[src/rtl/dot_sprite_drawer.sv]
// Scanline reader for the 16x16 dot sprite ROM: latches the dot position per frame,
// fetches the matching sprite row per line and shifts it out as a per-pixel is_dot flag.
module dot_sprite_drawer #(
  parameter int unsigned SPRITE_W = 16,
  parameter int unsigned SPRITE_H = 16,
  parameter int unsigned ADDR_W   = 6
) (
  input  logic                Clk,
  input  logic                Reset,
  input  logic                frame_start,
  input  logic                line_start,
  input  logic                pix_en,
  input  logic [9:0]          DrawX,
  input  logic [9:0]          DrawY,
  input  logic [9:0]          DotX,
  input  logic [9:0]          DotY,
  input  logic                dot_enable,
  input  logic                dot_clear,
  output logic                clear_ack,
  output logic [ADDR_W-1:0]   rom_addr,
  input  logic [SPRITE_W-1:0] rom_data,
  output logic                is_dot,
  output logic                dot_visible
);

  localparam int unsigned CntW = $clog2(SPRITE_W);

  localparam logic [1:0] IDLE  = 2'd0;
  localparam logic [1:0] FETCH = 2'd1;
  localparam logic [1:0] ARMED = 2'd2;
  localparam logic [1:0] SHIFT = 2'd3;

  logic [1:0]          state_q, state_d;
  logic [9:0]          dot_x_q, dot_x_d;
  logic [9:0]          dot_y_q, dot_y_d;
  logic                en_q, en_d;
  logic                hidden_q, hidden_d;
  logic                clear_pend_q, clear_pend_d;
  logic                clear_ack_q, clear_ack_d;
  logic                dot_visible_q, dot_visible_d;
  logic [ADDR_W-1:0]   rom_addr_q, rom_addr_d;
  logic [SPRITE_W-1:0] line_reg_q, line_reg_d;
  logic [CntW-1:0]     cnt_q, cnt_d;
  logic                is_dot_q, is_dot_d;

  logic [9:0]          row_off;
  logic                row_hit;
  logic                clear_take;

  // Frame-level state: shadow position, clear handshake and visibility
  always_comb begin
    clear_take   = frame_start & (clear_pend_q | dot_clear);
    dot_x_d      = dot_x_q;
    dot_y_d      = dot_y_q;
    en_d         = en_q;
    hidden_d     = hidden_q;
    clear_pend_d = clear_pend_q | dot_clear;
    clear_ack_d  = clear_take;
    if (frame_start) begin
      dot_x_d = DotX;
      dot_y_d = DotY;
      en_d    = dot_enable;
      if (clear_take) begin
        hidden_d     = 1'b1;
        clear_pend_d = 1'b0;
      end else if (!dot_enable) begin
        hidden_d = 1'b0;
      end
    end
    // Computed from next-state values so visibility tracks the frame latch edge
    dot_visible_d = en_d & ~hidden_d;
  end

  // Unsigned row offset; DotY_s above DrawY is a miss, never a wrap
  always_comb begin
    row_off = DrawY - dot_y_q;
    row_hit = dot_visible_q && (DrawY >= dot_y_q) && (row_off < 10'(SPRITE_H));
  end

  // Line FSM: fetch the row, wait for DotX_s, then shift SPRITE_W pixels MSB first
  always_comb begin
    state_d    = state_q;
    rom_addr_d = rom_addr_q;
    line_reg_d = line_reg_q;
    cnt_d      = cnt_q;
    is_dot_d   = is_dot_q;
    if (frame_start) begin
      state_d  = IDLE;
      is_dot_d = 1'b0;
    end else if (line_start) begin
      is_dot_d = 1'b0;
      if (row_hit) begin
        state_d    = FETCH;
        rom_addr_d = row_off[ADDR_W-1:0];
      end else begin
        state_d = IDLE;
      end
    end else begin
      unique case (state_q)
        IDLE: begin
          if (pix_en) is_dot_d = 1'b0;
        end
        FETCH: begin
          line_reg_d = rom_data;
          state_d    = ARMED;
          if (pix_en) is_dot_d = 1'b0;
        end
        ARMED: begin
          if (pix_en) begin
            if (DrawX == dot_x_q) begin
              is_dot_d   = line_reg_q[SPRITE_W-1];
              line_reg_d = line_reg_q << 1;
              cnt_d      = CntW'(1);
              state_d    = SHIFT;
            end else begin
              is_dot_d = 1'b0;
            end
          end
        end
        SHIFT: begin
          if (pix_en) begin
            is_dot_d   = line_reg_q[SPRITE_W-1];
            line_reg_d = line_reg_q << 1;
            cnt_d      = cnt_q + 1'b1;
            if (cnt_q == CntW'(SPRITE_W - 1)) state_d = IDLE;
          end
        end
        default: state_d = IDLE;
      endcase
    end
  end

  always_ff @(posedge Clk or posedge Reset) begin
    if (Reset) begin
      state_q       <= IDLE;
      dot_x_q       <= '0;
      dot_y_q       <= '0;
      en_q          <= 1'b0;
      hidden_q      <= 1'b0;
      clear_pend_q  <= 1'b0;
      clear_ack_q   <= 1'b0;
      dot_visible_q <= 1'b0;
      rom_addr_q    <= '0;
      line_reg_q    <= '0;
      cnt_q         <= '0;
      is_dot_q      <= 1'b0;
    end else begin
      state_q       <= state_d;
      dot_x_q       <= dot_x_d;
      dot_y_q       <= dot_y_d;
      en_q          <= en_d;
      hidden_q      <= hidden_d;
      clear_pend_q  <= clear_pend_d;
      clear_ack_q   <= clear_ack_d;
      dot_visible_q <= dot_visible_d;
      rom_addr_q    <= rom_addr_d;
      line_reg_q    <= line_reg_d;
      cnt_q         <= cnt_d;
      is_dot_q      <= is_dot_d;
    end
  end

  assign clear_ack   = clear_ack_q;
  assign rom_addr    = rom_addr_q;
  assign is_dot      = is_dot_q;
  assign dot_visible = dot_visible_q;

endmodule

[config.mk]
export PLATFORM = sky130hd
export DESIGN_NAME = dot_sprite_drawer
export DESIGN_NICKNAME = d
export VERILOG_FILES = /design/src/rtl/dot_sprite_drawer.sv
export SDC_FILE = /design/constraint.sdc
export NUM_CORES = 1
export LEC_CHECK = 0
export ABC_AREA = 0
export BUFFER_PORTS_ARGS = -buffer_cell sky130_fd_sc_hd__buf_2
export CORE_ASPECT_RATIO = 1.5
export CORE_MARGIN = 5
export CORE_UTILIZATION = 53
export DETAILED_ROUTE_END_ITERATION = 6
export GPL_ROUTABILITY_DRIVEN = 0
export PLACE_DENSITY_LB_ADDON = 0.1
export SLEW_MARGIN = 10
export SYNTH_ARGS = -nofsm -noshare
export SYNTH_HDL_FRONTEND = slang
export SYNTH_SLANG_ARGS = --single-unit
[constraint.sdc]
create_clock -name Clk -period 3.1 [get_ports Clk]
set_input_delay 0.155 -clock Clk [delete_from_list [all_inputs] [get_ports Clk]]
set_output_delay 0.155 -clock Clk [all_outputs]
set_load 0.02 [all_outputs]
Word-level counts from Yosys, hierarchy flattened
Index checks and enable logic that the tools add are counted.
{"block": "totals", "ff_bits": 54, "in_bits": 63, "output_inout_bits": 9, "word_cells": 76}
{"block": "op_classes", "addsub": 2, "n_lt_le_gt_ge": 2, "eq_ne": 13, "mux": 29, "bitwise": 6, "n_reduce_logical": 12}
{"op": "$mux 16", "n": 3}
{"op": "$pmux 16 s3", "n": 1}
{"op": "$ne 4x4->1 const B", "n": 4}
{"op": "$mux 1", "n": 13}
{"op": "$mux 2", "n": 6}
{"op": "$mux 4", "n": 3}
{"op": "$reduce_and 6->1", "n": 2}
{"op": "$eq 10x10->1", "n": 1}
{"op": "$ge 10x10->1", "n": 1}
{"op": "$lt 10x5->1 const B", "n": 1}
{"op": "$sub 10x10->10", "n": 1}
{"op": "$pmux 4 s2", "n": 1}
{"op": "$ne 2x2->1 const B", "n": 3}
{"op": "$pmux 2 s3", "n": 1}
{"op": "$reduce_and 3->1", "n": 2}
{"op": "$reduce_and 5->1", "n": 1}
{"op": "$reduce_bool 5->1", "n": 1}
{"op": "$add 4x1->4 const B", "n": 1}
{"op": "$eq 2x2->1 const B", "n": 2}
{"op": "$eq 4x4->1 const B", "n": 1}
{"op": "$ne 4x1->1 const B", "n": 1}
{"op": "$not 1->1", "n": 3}
{"op": "$pmux 1 s3", "n": 1}
{"op": "$reduce_bool 3->1", "n": 1}
{"op": "other kinds (7)", "n": 9}

Longest topological paths before layout
{"block": "logic_depth", "ltp_word": 6, "mapped_depth": 10, "depth_no_buf": 10}

Worst setup path before layout
OpenSTA, ideal clock, no wires.
{"block": "synth_path", "path_kind": "flip-flop to flip-flop", "start": "register dot_y_q[0]", "end": "register rom_addr_q[1], in the netlist rom_addr[1]", "setup_time_ns": 0.125, "arrival_ns": 2.354, "t_required_ns": 2.975, "path_slack_ns": 0.621, "path_stages_with_launch": 9, "path_buffers": 0, "synth_period_minus_slack_ns": 2.479, "cell_sequence": "dfrtp_1 ha_1 inv_1 fa_1 and3_1 o41ai_1 o21ai_0 nor4_4 mux2_2"}
{"block": "synth_via", "elab_chain_cells": 4, "elab_cells_between_ends": 6, "classes_between": "add/sub (1); order compare (2); reduce/logical (3)"}
{"element": "from (decl)", "line_no": "35", "rtl": "logic [9:0] dot_y_q, dot_y_d;"}
{"element": "from (signal assigned)", "line_no": "150", "rtl": "dot_y_q <= dot_y_d;"}
{"element": "$sub 10x10->10 or $ge 10x10->1 (tied branches)", "line_no": "76, 77"}
{"element": "$lt 10x5->1 or $logic_and 1x1->1 (tied branches)", "line_no": "77", "rtl": "row_hit = dot_visible_q && (DrawY >= dot_y_q) && (row_off < 10'(SPRITE_H));"}
{"element": "$logic_and 1x1->1", "line_no": "77"}
{"element": "$reduce_and 3->1 (no line)"}
{"element": "to (signal assigned)", "line_no": "156", "rtl": "rom_addr_q <= rom_addr_d;"}
{"element": "to (decl)", "line_no": "41", "rtl": "logic [ADDR_W-1:0] rom_addr_q, rom_addr_d;"}
Parallel ways exist; a longest one is shown, timed or not.
A chain may end at the register's enable or synchronous reset.

Final worst setup path
{"block": "layout_path", "start": "register dot_y_q[0]", "end": "register rom_addr_q[2], in the netlist rom_addr[2]"}
Same word-level chain as after synthesis.

==> results.py <==
metrics = {
    "outcome": {
        "status": "complete, no violations",
    },
    "logic_synthesis": {
        "synth.most_common_cell": "dfrtp_1",
        "synth_common_cells": "54 x dfrtp_1, 47 x mux2_2, 19 x inv_1, 17 x o21ai_0, 14 x nand2_1",
        "synth_area_leaders": "dfrtp_1 47%, mux2_2 18%, ha_1 4.8%",
        "synthesis.nets": 333,
        "ys_ff_latch": 54,
        "synth-edff-count": 0,
        "synth_area_um2": 2900,
        "synthCells": 258,
        "synth-async-reset-ratio_pct": 100,
        "synth_ff_type": "dfrtp_1",
        "synth_top_area_share_pct": 46.7,
        "synth-seq-area-share_pct": 46.7,
        "yosysTopAreaCell": "dfrtp_1",
        "yosys_warnings": 0,
        "postSynthAreaPerCell_um2": 11.2,
        "synth_cell_types": 42,
    },
    "clock_network": {
        "ctsResizeCount": 0,
        "htreeDepth": 2,
        "post_cts_buffers": 0,
        "clockBufferDepth": 2,
        "hold_buffers": 1,
        "clock-sinks": 54,
        "cts-root-buf": "clkbuf_8",
        "clk_latency_ns": 0.30,
        "cts-buffers-inserted": 5,
        "tritoncts": "yes",
        "path_clk_slew_ns": 0.09,
    },
    "cells_and_area": {
        "fillers": 483,
        "synthToLayoutAreaGrowth_pct": 18.2,
        "multi_input_area_um2": 1430,
        "register_area_um2": 1350,
        "nNetsFinal": 406,
        "fin_util_pct": 63.3,
        "n_antenna_cell": 0,
        "drive_above_1_share_pct": 40.7,
    },
    "floorplanning": {
        "num_rows": 33,
        "die_area_um2": 7070,
        "die_w_um": 70.4,
        "start_util_pct": 53.6,
        "ios": 72,
        "core_um2": 5410,
        "fp.dieH_um": 101,
    },
    "sta": {
        "setup_ws_ns": 0.376,
        "fin_skew_ns": 0.00678,
        "setup_viol": 0,
        "hold_viol_final": 0,
        "period_minus_slack_ns": 2.72,
        "fmax_ghz": 0.367,
        "slew_viol_final": 0,
        "slew_headroom_pct": 52.1,
        "worst_slew_pin_slew_ns": 0.718,
        "grt_setup_unrepaired": "no",
        "fin_crit_sh_pct": 87.9,
        "tns_ns": 0,
    },
    "drt": {
        "drt-pass1-iter-count": 4,
        "num_vias": 2122,
        "postRouteAntennaNets": 0,
        "wirelength_mm": 5.75,
        "drtIter0Drc": 75,
        "wire_per_inst_um": 14.3,
        "routed_via_density": 5.28,
        "drc": 0,
    },
    "grt": {
        "grt_pass1_wl_mm": 9.85,
        "use_met2_pct": 32.7,
        "antenna_found_initial": 0,
        "grtUsageMet3_pct": 3.29,
        "grt-ovfl-total": 0,
        "use_met1_pct": 19.4,
        "grt_most_used_layer": "met2",
        "grt_max_degree": 38,
        "grt_pass1_vias": 2211,
        "grt_usage_pct": 17.4,
    },
    "worst_setup_path": {
        "startpoint": "dot_y_q[0]$_DFFE_PP0P_",
        "crit_fanout": 7,
        "crit_slowest_cell": "nor4_4",
        "required_ns": 3.29,
        "cp.arrival_ns": 2.92,
        "end_kind": "register",
        "ff2ff_path_depth": 8,
        "crit_family": "simple AND/OR/NAND/NOR gates",
        "timing.rr.start": "dot_y_q[0]$_DFFE_PP0P_",
        "cp_slowest_stage_delay_ns": 0.52,
        "criticalPathCategory": "register to register",
        "critPathBufInv": 1,
        "path_cells": "ha_1, inv_1, fa_1, and3_1, o41ai_1, o21ai_0, nor4_4, mux2_2",
        "r2r_slack_ns": 0.38,
        "cp-start-kind": "register",
        "r2r-end": "rom_addr[2]$_DFFE_PP0P_",
    },
    "min_path": {
        "hold_path_end": "dot_y_q[4]$_DFFE_PP0P_",
        "holdCritPathClass": "input pin to register",
        "holdCritStartpoint": "DotY[4]",
        "min_path_cells": 3,
    },
    "place": {
        "post-place-ws_ns": 0.355,
        "port_buffers": 71,
        "hpwlAfterDp_mm": 4.48,
    },
    "pwr": {
        "p_int_uw": 1050,
        "p_sw_share_pct": 26.6,
        "p_leak_uw": 0.00167,
        "clkPwrFrac_pct": 28.3,
        "pwr-share-seq_pct": 53.0,
        "p_sw_uw": 378,
        "power_density_nw_per_um2": 416,
        "comb_power_share_pct": 18.7,
        "ir_drop_v": 0.000283,
        "power.total_uw": 1420,
    },
    "flow_run": {
        "cap_violations": 0,
    },
}
==> power by group through the flow <==
stage          registers (µW)  clock network, µW  logic [µW]
2_1_floorplan             770                  0         180
3_3_place_gp              768                  0         263
3_5_place_dp              769                  0         267
4_1_cts                   755                423         270
5_1_grt                   760                455         302
6_report                  755                403         266
==> layout make-up <==
cell class              count  area share [%]
repair buffers             75            11.3
multi-input cells         176            41.8
flip-flops and latches     54            39.5
clock buffers               6            2.41
inverters                  19            2.08
well taps                  70            2.56
clock inverters             2           0.365
==> per-stage QoR <==
| stage | cells | area [µm²] | hold slack [ns] |
|---|---|---|---|
| 6_report | 402 | 3420 | 0.0559 |
| 5_1_grt | 402 | 3420 | 0.0713 |
| 4_1_cts | 402 | 3420 | 0.0509 |
| 3_5_place_dp | 393 | 3320 | 0.326 |
| 3_3_place_gp | 393 | 3320 | 0.317 |
| 2_1_floorplan | 258 | 2900 | 0.239 |
==> state kept, by name, indices dropped and copies added (netlist names), 2 cells and up <==
register,count
cnt_q,4
rom_addr,6
dot_y_q,10
state_q,2
line_reg_q,16
dot_x_q,10
==> placed cells by master (no fill, tap or decap), types with 3 or more instances in the layout <==
| master | synthesis | layout |
|---|---|---|
| nand2b_1 | 3 | 3 |
| and3_1 | 3 | 3 |
| mux2_2 | 47 | 47 |
| dfrtp_1 | 54 | 54 |
| nand2_1 | 14 | 14 |
| inv_1 | 19 | 18 |
| o21ai_0 | 17 | 17 |
| xnor2_1 | 9 | 9 |
| buf_2 | 1 | 71 |
| buf_4 | 0 | 3 |
| nor2_1 | 9 | 9 |
| xor2_1 | 3 | 3 |
| nor2b_1 | 5 | 5 |
| nand3_1 | 8 | 8 |
| a21oi_1 | 11 | 11 |
| clkbuf_8 | 0 | 6 |
| nor3_1 | 3 | 3 |
| ha_1 | 11 | 11 |
==> worst register-to-register path: stages, from the launching register on <==
cell and delay, ns:
dfrtp_1 0.35, ha_1 0.16, inv_1 0.05, fa_1 0.39, and3_1 0.23, o41ai_1 0.31
o21ai_0 0.20, nor4_4 0.52, mux2_2 0.39
==> cells by family (layout without fill, tap and decap cells) <==
logic type	after synthesis	after routing	synth area share (%)
fa+ha+maj	12	12	5.44
simple gates	56	56	10.7
compound gates	47	47	10.7
flops	54	54	46.7
mux	49	49	19.0
buf+inv	28	102	3.93
xor+xnor	12	12	3.63
==> per-layer routing <==
metal  up-vias  wire length (µm)
met4         0                85
met1      1005              2230
li1       1062                 -
met5         -                 0
met3         7               264
met2        48              3170
==> worst max path at each step <==
stage | end | slack [ns] | depth (start not counted)
after global routing | rom_addr[3]$_DFFE_PP0P_ | 0.24 | 8
after detailed placement | rom_addr[2]$_DFFE_PP0P_ | 0.35 | 8
after global placement | rom_addr[2]$_DFFE_PP0P_ | 0.46 | 8
final | rom_addr[2]$_DFFE_PP0P_ | 0.38 | 8
after floorplan | rom_addr[1]$_DFFE_PP0P_ | 0.62 | 8
after CTS | rom_addr[2]$_DFFE_PP0P_ | 0.35 | 8
(Power assumes the default switching activity.)
